**src/rtl/pc_seq_pkg.sv**
```systemverilog
// Shared types for the program-counter sequencer: FSM states and the
// hardware-loop stack entry layout at the default widths.
package pc_seq_pkg;

  localparam int PC_W_DEF  = 12;
  localparam int CNT_W_DEF = 16;

  typedef enum logic [1:0] {
    ST_IDLE   = 2'd0,
    ST_RUN    = 2'd1,
    ST_HALTED = 2'd2
  } state_t;

  // start_pc/end_pc stand in for loop start/end ("end" is a reserved word)
  typedef struct packed {
    logic [PC_W_DEF-1:0]  start_pc;
    logic [PC_W_DEF-1:0]  end_pc;
    logic [CNT_W_DEF-1:0] count;
  } loop_entry_t;

endpackage

```
**src/rtl/pc_loop_stack.sv**
```systemverilog
// Hardware-loop stack: LIFO of {start, end, count} entries with in-place
// top-count decrement and a combined pop+push that replaces the top entry.
module pc_loop_stack
  import pc_seq_pkg::*;
#(
  parameter int LOOP_DEPTH = 4,
  parameter int PC_W       = PC_W_DEF,
  parameter int CNT_W      = CNT_W_DEF
) (
  input  logic                              clk,
  input  logic                              rst_n,
  input  logic                              clr,
  input  logic                              push,
  input  logic                              pop,
  input  logic                              dec,
  input  logic [PC_W-1:0]                   push_start,
  input  logic [PC_W-1:0]                   push_end,
  input  logic [CNT_W-1:0]                  push_count,
  output logic [PC_W-1:0]                   top_start,
  output logic [PC_W-1:0]                   top_end,
  output logic [CNT_W-1:0]                  top_count,
  output logic                              full,
  output logic                              empty,
  output logic [$clog2(LOOP_DEPTH+1)-1:0]   level
);

  localparam int LVL_W = $clog2(LOOP_DEPTH + 1);
  localparam int IDX_W = (LOOP_DEPTH > 1) ? $clog2(LOOP_DEPTH) : 1;

  typedef struct packed {
    logic [PC_W-1:0]  start_pc;
    logic [PC_W-1:0]  end_pc;
    logic [CNT_W-1:0] count;
  } entry_t;

  entry_t            mem [LOOP_DEPTH];
  entry_t            new_e;
  logic [IDX_W-1:0]  top_idx;
  logic [IDX_W-1:0]  wr_idx;

  assign new_e     = '{start_pc: push_start, end_pc: push_end, count: push_count};
  assign top_idx   = IDX_W'(level - LVL_W'(1));
  assign wr_idx    = IDX_W'(level);
  assign top_start = mem[top_idx].start_pc;
  assign top_end   = mem[top_idx].end_pc;
  assign top_count = mem[top_idx].count;
  assign full      = (level == LVL_W'(LOOP_DEPTH));
  assign empty     = (level == '0);

  // Entry contents need no reset: they are only observed while level > 0.
  always_ff @(posedge clk) begin
    if (!rst_n || clr) begin
      level <= '0;
    end else if (push && pop) begin
      mem[top_idx] <= new_e;
    end else begin
      if (pop) begin
        level <= level - LVL_W'(1);
      end else if (push && !full) begin
        mem[wr_idx] <= new_e;
        level       <= level + LVL_W'(1);
      end
      if (dec) begin
        mem[top_idx].count <= mem[top_idx].count - CNT_W'(1);
      end
    end
  end

endmodule

```
**src/rtl/pc_sequencer.sv**
```systemverilog
// Program-counter sequencer: start/halt FSM, vector stall, branches and
// zero-overhead hardware loops backed by pc_loop_stack.
//
//   state     | meaning
//   ----------+-----------------------------------------------
//   ST_IDLE   | after reset; pc holds, waits for start
//   ST_RUN    | executing; pc advances when the instruction retires
//   ST_HALTED | HALT retired; pc holds, start relaunches
module pc_sequencer
  import pc_seq_pkg::*;
#(
  parameter int PC_W       = PC_W_DEF,
  parameter int LOOP_DEPTH = 4,
  parameter int CNT_W      = CNT_W_DEF
) (
  input  logic                             clk,
  input  logic                             rst_n,
  input  logic                             start,
  input  logic [PC_W-1:0]                  start_pc,
  input  logic                             is_not_vect,
  input  logic                             done_auto_incr,
  input  logic                             is_bne,
  input  logic                             is_beq,
  input  logic                             is_jmp,
  input  logic                             flag_neq,
  input  logic                             flag_eq,
  input  logic [PC_W-1:0]                  branch_target,
  input  logic                             loop_push,
  input  logic [PC_W-1:0]                  loop_end,
  input  logic [CNT_W-1:0]                 loop_count,
  input  logic                             halt,
  output logic [PC_W-1:0]                  pc,
  output logic                             running,
  output logic                             done,
  output logic [$clog2(LOOP_DEPTH+1)-1:0]  loop_level,
  output logic                             err_ovf
);

  state_t            state;
  logic              adv, taken, act, at_end, loop_back;
  logic              do_dec, do_pop, do_push, stk_clr, ovf_set;
  logic              full, empty;
  logic [PC_W-1:0]   pc_inc, pc_next, top_start, top_end;
  logic [CNT_W-1:0]  top_count, push_count;

  assign adv        = is_not_vect | done_auto_incr;
  assign taken      = (is_bne & flag_neq) | (is_beq & flag_eq) | is_jmp;
  assign act        = (state == ST_RUN) && adv && !halt;
  assign pc_inc     = pc + PC_W'(1);
  assign at_end     = !empty && (pc == top_end) && !taken;
  assign loop_back  = at_end && (top_count > CNT_W'(1));
  assign do_dec     = act && loop_back;
  assign do_pop     = act && at_end && !loop_back;
  assign do_push    = act && loop_push;
  assign ovf_set    = do_push && full && !do_pop;
  assign stk_clr    = start && (state != ST_RUN);
  assign push_count = (loop_count == '0) ? CNT_W'(1) : loop_count;
  assign pc_next    = taken ? branch_target : (loop_back ? top_start : pc_inc);

  pc_loop_stack #(
    .LOOP_DEPTH (LOOP_DEPTH),
    .PC_W       (PC_W),
    .CNT_W      (CNT_W)
  ) u_stack (
    .clk        (clk),
    .rst_n      (rst_n),
    .clr        (stk_clr),
    .push       (do_push),
    .pop        (do_pop),
    .dec        (do_dec),
    .push_start (pc_inc),
    .push_end   (loop_end),
    .push_count (push_count),
    .top_start  (top_start),
    .top_end    (top_end),
    .top_count  (top_count),
    .full       (full),
    .empty      (empty),
    .level      (loop_level)
  );

  always_ff @(posedge clk) begin
    if (!rst_n) begin
      state   <= ST_IDLE;
      pc      <= '0;
      running <= 1'b0;
      done    <= 1'b0;
      err_ovf <= 1'b0;
    end else begin
      done <= 1'b0;
      case (state)
        ST_IDLE, ST_HALTED: begin
          if (start) begin
            state   <= ST_RUN;
            running <= 1'b1;
            pc      <= start_pc;
            err_ovf <= 1'b0;
          end
        end
        ST_RUN: begin
          if (adv) begin
            if (halt) begin
              state   <= ST_HALTED;
              running <= 1'b0;
              done    <= 1'b1;
            end else begin
              pc <= pc_next;
              if (ovf_set) err_ovf <= 1'b1;
            end
          end
        end
        default: begin
          state   <= ST_IDLE;
          running <= 1'b0;
        end
      endcase
    end
  end

endmodule
```
**config.mk**
```make
export PLATFORM = sky130hd
export DESIGN_NAME = pc_sequencer
export DESIGN_NICKNAME = d
export VERILOG_FILES = /design/src/rtl/pc_seq_pkg.sv /design/src/rtl/pc_loop_stack.sv /design/src/rtl/pc_sequencer.sv
export SDC_FILE = /design/constraint.sdc
export NUM_CORES = 1
export LEC_CHECK = 0
export BUFFER_PORTS_ARGS = -buffer_cell sky130_fd_sc_hd__buf_2
export CORE_ASPECT_RATIO = 1.2
export CORE_MARGIN = 4
export CORE_UTILIZATION = 35
export CTS_CLUSTER_SIZE = 20
export DETAILED_ROUTE_END_ITERATION = 16
export GPL_ROUTABILITY_DRIVEN = 0
export HOLD_SLACK_MARGIN = 0.1
export PLACE_DENSITY_LB_ADDON = 0.08
export SLEW_MARGIN = 20
export SYNTH_ARGS = -nofsm -noshare
export SYNTH_HDL_FRONTEND = slang
export SYNTH_SLANG_ARGS = --single-unit
```
**constraint.sdc**
```tcl
create_clock -name clk -period 13.4 [get_ports clk]
set_input_delay 0.67 -clock clk [delete_from_list [all_inputs] [get_ports clk]]
set_output_delay 0.67 -clock clk [all_outputs]
set_load 0.01 [all_outputs]
```
---- Word-level counts from Yosys, hierarchy flattened ----
Memories as Yosys holds them, arrays and structs flattened.
Index checks and enable logic that the tools add are counted.
cells by class
  $add $sub $neg .......................... 4
  mux-type cells .......................... 36
  reductions and logical operators ........ 33
  bitwise logic cells ..................... 7
  equality and inequality tests ........... 10
  order comparisons ....................... 1
operator list
  kind                                                 count
  two-way mux 12 bit                                   5
  two-way mux 16 bit                                   2
  one-hot mux 12 bit (2 select lines)                  1
  two-way mux 1 bit                                    20
  > comparator 16 x 1 -> 1 bit, second input constant  1
  zero test 16 bit                                     1
  subtractor 16 x 1 -> 16 bit, second input constant   1
  logical AND 1 bit                                    14
  adder 12 x 1 -> 12 bit, second input constant        1
  equality test 12 bit                                 1
  != test 2 bit, second input constant                 5
  zero test 1 bit                                      7
  two-way mux 2 bit                                    3
  two-way mux 3 bit                                    2
  AND reduction 3 bit                                  2
  AND reduction 5 bit                                  1
  bitwise OR 1 bit                                     4
  one-hot mux 1 bit (2 select lines)                   2
  one-hot mux 2 bit (2 select lines)                   1
  AND reduction 4 bit                                  1
  nonzero test 2 bit                                   2
  adder 3 x 1 -> 3 bit, second input constant          1
  equality test 3 bit, second input constant           1
  zero test 3 bit                                      1
  other kinds (10)                                     11
word-level totals
  input port bits ......................... 64
  memory bits (writable) .................. 160
  output and inout port bits .............. 18
  register bits after elaboration ......... 20
  word-level logic and storage cells ...... 98
  memories kept ........................... 1
memories
  name         depth  bits a word  read ports  clocked after Yosys merged registers in  write ports  RTL line             text
  u_stack.mem  4      40           1           0                                        2            pc_loop_stack.sv:36  entry_t mem [LOOP_DEPTH];

---- Depth between registers and ports, before layout ----
  depth after elaboration ................. 14
  depth in mapped cells ................... 20
  mapped depth without buffers ............ 12

---- Cells and area by module ----
From an unflattened synthesis, not the netlist that was laid out.
unflattened totals
  cell total of the unflattened synthesis .. 713
  area total of the unflattened synthesis .. 8,906.0 um^2
modules (own cells, without submodules)
  module         sequential area each (um^2)  area each (um^2)  times used  cells each
  pc_loop_stack  4,864.7                      7,126.8           1           454
  pc_sequencer   340.3                        1,779.2           1           259

---- Worst setup path after synthesis ----
No wires, ideal clock.
  path kind ............................... register to register
  from .................................... register u_stack.level[0]
  to ...................................... memory u_stack.mem[0][16] (netlist bit), enable pin
  setup time .............................. 0.413 ns
  path slack .............................. 7.809 ns
  period minus slack after synthesis ...... 5.591 ns
  required time ........................... 12.987 ns
  arrival time ............................ 5.178 ns
  stages on the path, launching flop included .. 20
  cell sequence ........................... dfxtp_1 > buf_4 > buf_6 > buf_6 > inv_1 > ha_1 > clkbuf_1 > clkbuf_1 > buf_2 > mux4_2 > inv_1 > ha_1 > nor2_1 > nor2_1 > nand3_1 > or2_1 > clkbuf_1 > nor3_2 > nand3_1 > a21oi_1
RTL lines
  element                 RTL line             text
  from (decl)             pc_loop_stack.sv:24  output logic [$clog2(LOOP_DEPTH+1)-1:0] level
  from (signal assigned)  pc_loop_stack.sv:58  level <= level - LVL_W'(1);
  from (signal assigned)  pc_loop_stack.sv:61  level <= level + LVL_W'(1);
  to (decl)               pc_loop_stack.sv:36

==> key figures <==
Layout
  • Nets: 755
  • Multi-input gate area: 0.00343 mm^2
  • Antenna Cells: 0
  • Register Area: 0.00521 mm^2
  • Share of cells above drive strength 1: 31.0%
  • Filler cells: 2406
  • Cell area after layout: 0.0102 mm^2
  • Area delta synth->final: 15.9%

STA
  • Setup ws final: 8.59 ns
  • Slew Limit Fails: 0
  • Fmax: 208 MHz
  • Relative slew margins: 24.2%
  • Endpoints failing setup: 0
  • Fin crit share: 35.9%
  • Final hold violation count: 0
  • RSZ-0062 raised after global routing: false
  • Total negative slack: 0 ns
  • Final min period: 4.81 ns
  • Fin Clk Skew: 0.0129 ns
  • Slew @ Worst Pin: 1.13 ns

Detailed routing
  • WL final: 22000 um
  • Post-route ant nets: 0
  • Via count: 5442
  • Drt initial violations: 346
  • DRC Markers: 0
  • Via density per instance: 5.34
  • Drt wl/cell: 21.6 um
  • Pre-antenna DRT Iters: 5

Clock tree
  • Clock Latency Late Sink: 0.43 ns
  • Post-CTS sizing: 0
  • Clock buffer count from CTS: 17
  • CTS tree: done
  • Post CTS Setup Buffer Count: 0
  • H-tree depth: 4
  • Root Buffer: clkbuf_16
  • Clk buf depth: 2
  • Hold-fix buffers, CTS: 0
  • Clock sink count: 180
  • Clk slew on worst S/H paths: 0.08 ns

Global routing
  • Grt ovf: 0
  • First-pass GRT wire length: 34000 um
  • All-Layer GR Usage: 15.8%
  • Initial antenna violation count: 1
  • Vias in the first global route: 5816
  • Largest net degree at the start of global routing: 46

Floorplan
  • Die area: 0.0278 mm^2
  • Die Wd: 153 um
  • Row count: 63
  • IO Pins: 82
  • Initial Util: 35.7%
  • Floorplan core area: 0.0248 mm^2
  • Die Ht: 182 um

Hold path
  • Min-delay src: loop_end[3]
  • Worst hold-check path type: input pin to flip-flop

Critical path
  • Worst EP required: 13.50 ns
  • Kind of cell adding the most delay to the critical path: simple AND/OR/NAND/NOR gates
  • R2r startpoint: u_stack.level[1]
  • Crit path kind: flip-flop to flip-flop
  • CP Buf/Inv Count: 4
  • Worst path cell trace: inv_1 -> ha_2 -> buf_4 -> mux4_2 -> inv_1 -> ha_1 -> nor2_1 -> nor2_1 -> nand3_1 -> or2_1 -> nor3_2 -> nand3_1 -> a21oi_2 -> buf_4
  • Crit path max fanout: 45
  • Max stage delay on crit path: 0.58 ns
  • CP startpoint: u_stack.level[1]
  • CP max-delay cell: buf_4
  • CP Launch Type: flip-flop
  • Worst setup EP type: flip-flop
  • Worst EP arrival: 4.91 ns

Yosys
  • Post-synthesis cell area: 0.00883 mm^2
  • #FFs+latches synth: 180
  • Post-synth EDFFs: 160
  • Gate count after technology mapping: 599
  • Post-Synthesis Net Count: 673
  • Syn Area/Cell: 14.7 um^2
  • Ys async rst share: 0%
  • Yosys cell types: 54
  • Ys flop type: edfxtp_1
  • Yosys warnings: 0
  • Sequential cell area fraction in the yosys report: 59.0%

Place
  • PortBufs: 81
  • Pre-CTS WS: 8.54 ns
  • HPWL Detailed: 14500 um
  • Cell Area, Placed: 0.00959 mm^2

Power
  • Design Power: 1.23 mW
  • Leak: 3.43 nW
  • Worst IR Drop VDD: 86.8 uV
  • Cell Pwr Density: 120 mW/mm^2

Run status
  • Status: complete, no violations

Flow run
  • MaxCap Viol Count: 0
==> cells by family after synthesis <==
group / synth area share [%]
xor+xnor: 3.67
compound gates: 6.35
fa+ha+maj: 1.42
flops: 59.0
simple gates: 7.83
buf+inv: 2.51
mux: 19.3
==> metal layers <==
metal,share of wire [%],track usage (%)
met1,43,19.5
met2,52,28.5
met4,1.1,4.03
met3,4.1,3.27
met5,0.091,0
==> cells in the mapped netlist (all sizes together) (2+ instances only) <==
cell type | number | share of area [%]
or3 | 2 | 0.14
o31ai | 13 | 1.1
nor4 | 7 | 0.57
nor3 | 10 | 0.75
nand2b | 4 | 0.28
clkbuf | 17 | 0.72
nor2 | 24 | 1.0
mux2 | 56 | 7.5
xnor2 | 22 | 2.2
nand2 | 35 | 1.5
xor2 | 15 | 1.5
a31oi | 14 | 0.99
a41oi | 2 | 0.20
and3 | 3 | 0.21
and4 | 2 | 0.20
inv | 13 | 0.55
edfxtp | 160 | 54
a21oi | 5 | 0.28
nand3 | 25 | 1.6
o21ai | 27 | 1.5
dfxtp | 20 | 4.5
and2 | 3 | 0.21
a31o | 11 | 1.1
mux2i | 16 | 1.8
nand4 | 14 | 0.99
buf | 15 | 1.2
mux4 | 39 | 10
ha | 10 | 1.4
==> registers in the layout, indices dropped and copies added, names as in the netlist <==
name           flops
u_stack.level      3
err_ovf            1
pc                12
u_stack.mem      160
done               1
state              2
running            1
==> area by class of cell <==
| cell class | count | area share, % |
|---|---|---|
| Clock buffer | 17 | 4.16 |
| Clock inverter | 15 | 1.97 |
| Inverter | 13 | 0.477 |
| Multi-Input combinational cell | 374 | 33.5 |
| Sequential cell | 180 | 50.9 |
| Tap cell | 325 | 3.98 |
| Timing Repair Buffer | 95 | 4.99 |
==> where the power goes <==
group / switching, mW / leakage [nW] / internal (mW) / total [mW]
Clock: 0.259 / 0.303 / 0.258 / 0.518
Combinational: 0.0487 / 1.52 / 0.0363 / 0.0849
Sequential: 0.0104 / 1.61 / 0.619 / 0.629
==> final timing paths <==
kind | slack (ns) | cells after the start | to
worst max-delay path | 8.59 | 14 | u_stack.mem[0][32]
worst min-delay path | 0.45 | 1 | u_stack.mem[2][19]
worst max register to register | 8.59 | 14 | u_stack.mem[0][32]
worst min register to register | 0.48 | 2 | err_ovf
==> placed cells by master, fill, tap and decap left out, types with 14 or more instances in the layout <==
cell type / count
mux2_2: 22
edfxtp_1: 160
buf_2: 81
mux2i_1: 16
mux2_1: 26
buf_4: 14
xor2_1: 15
nand4_1: 14
xnor2_1: 22
o21ai_0: 24
nor2_1: 22
nand3_1: 22
clkbuf_16: 17
mux4_2: 39
dfxtp_1: 19
a31oi_1: 14
nand2_1: 35
==> worst reg2reg max path, delay by kind of cell, from the launching register on <==
family | cells | cell delay (ns)
and+or+nand+nor | 6 | 1.42
buffers and inverters | 4 | 1.22
adders and majority gates | 2 | 0.58
muxes | 1 | 0.51
DFF | 1 | 0.46
AOI/OAI and AO/OA | 1 | 0.25
==> metrics by stage <==
| stage | instances | util [%] | hold slack, ns |
|---|---|---|---|
| after global placement | 987 | 38.8 | 0.459 |
| after CTS | 1019 | 41.3 | 0.431 |
| after detailed placement | 987 | 38.8 | 0.469 |
| final | 1019 | 41.3 | 0.449 |
| after floorplan | 599 | - | 0.502 |
| after global routing | 1019 | 41.3 | 0.428 |
Power figures use the tool's default switching activity.
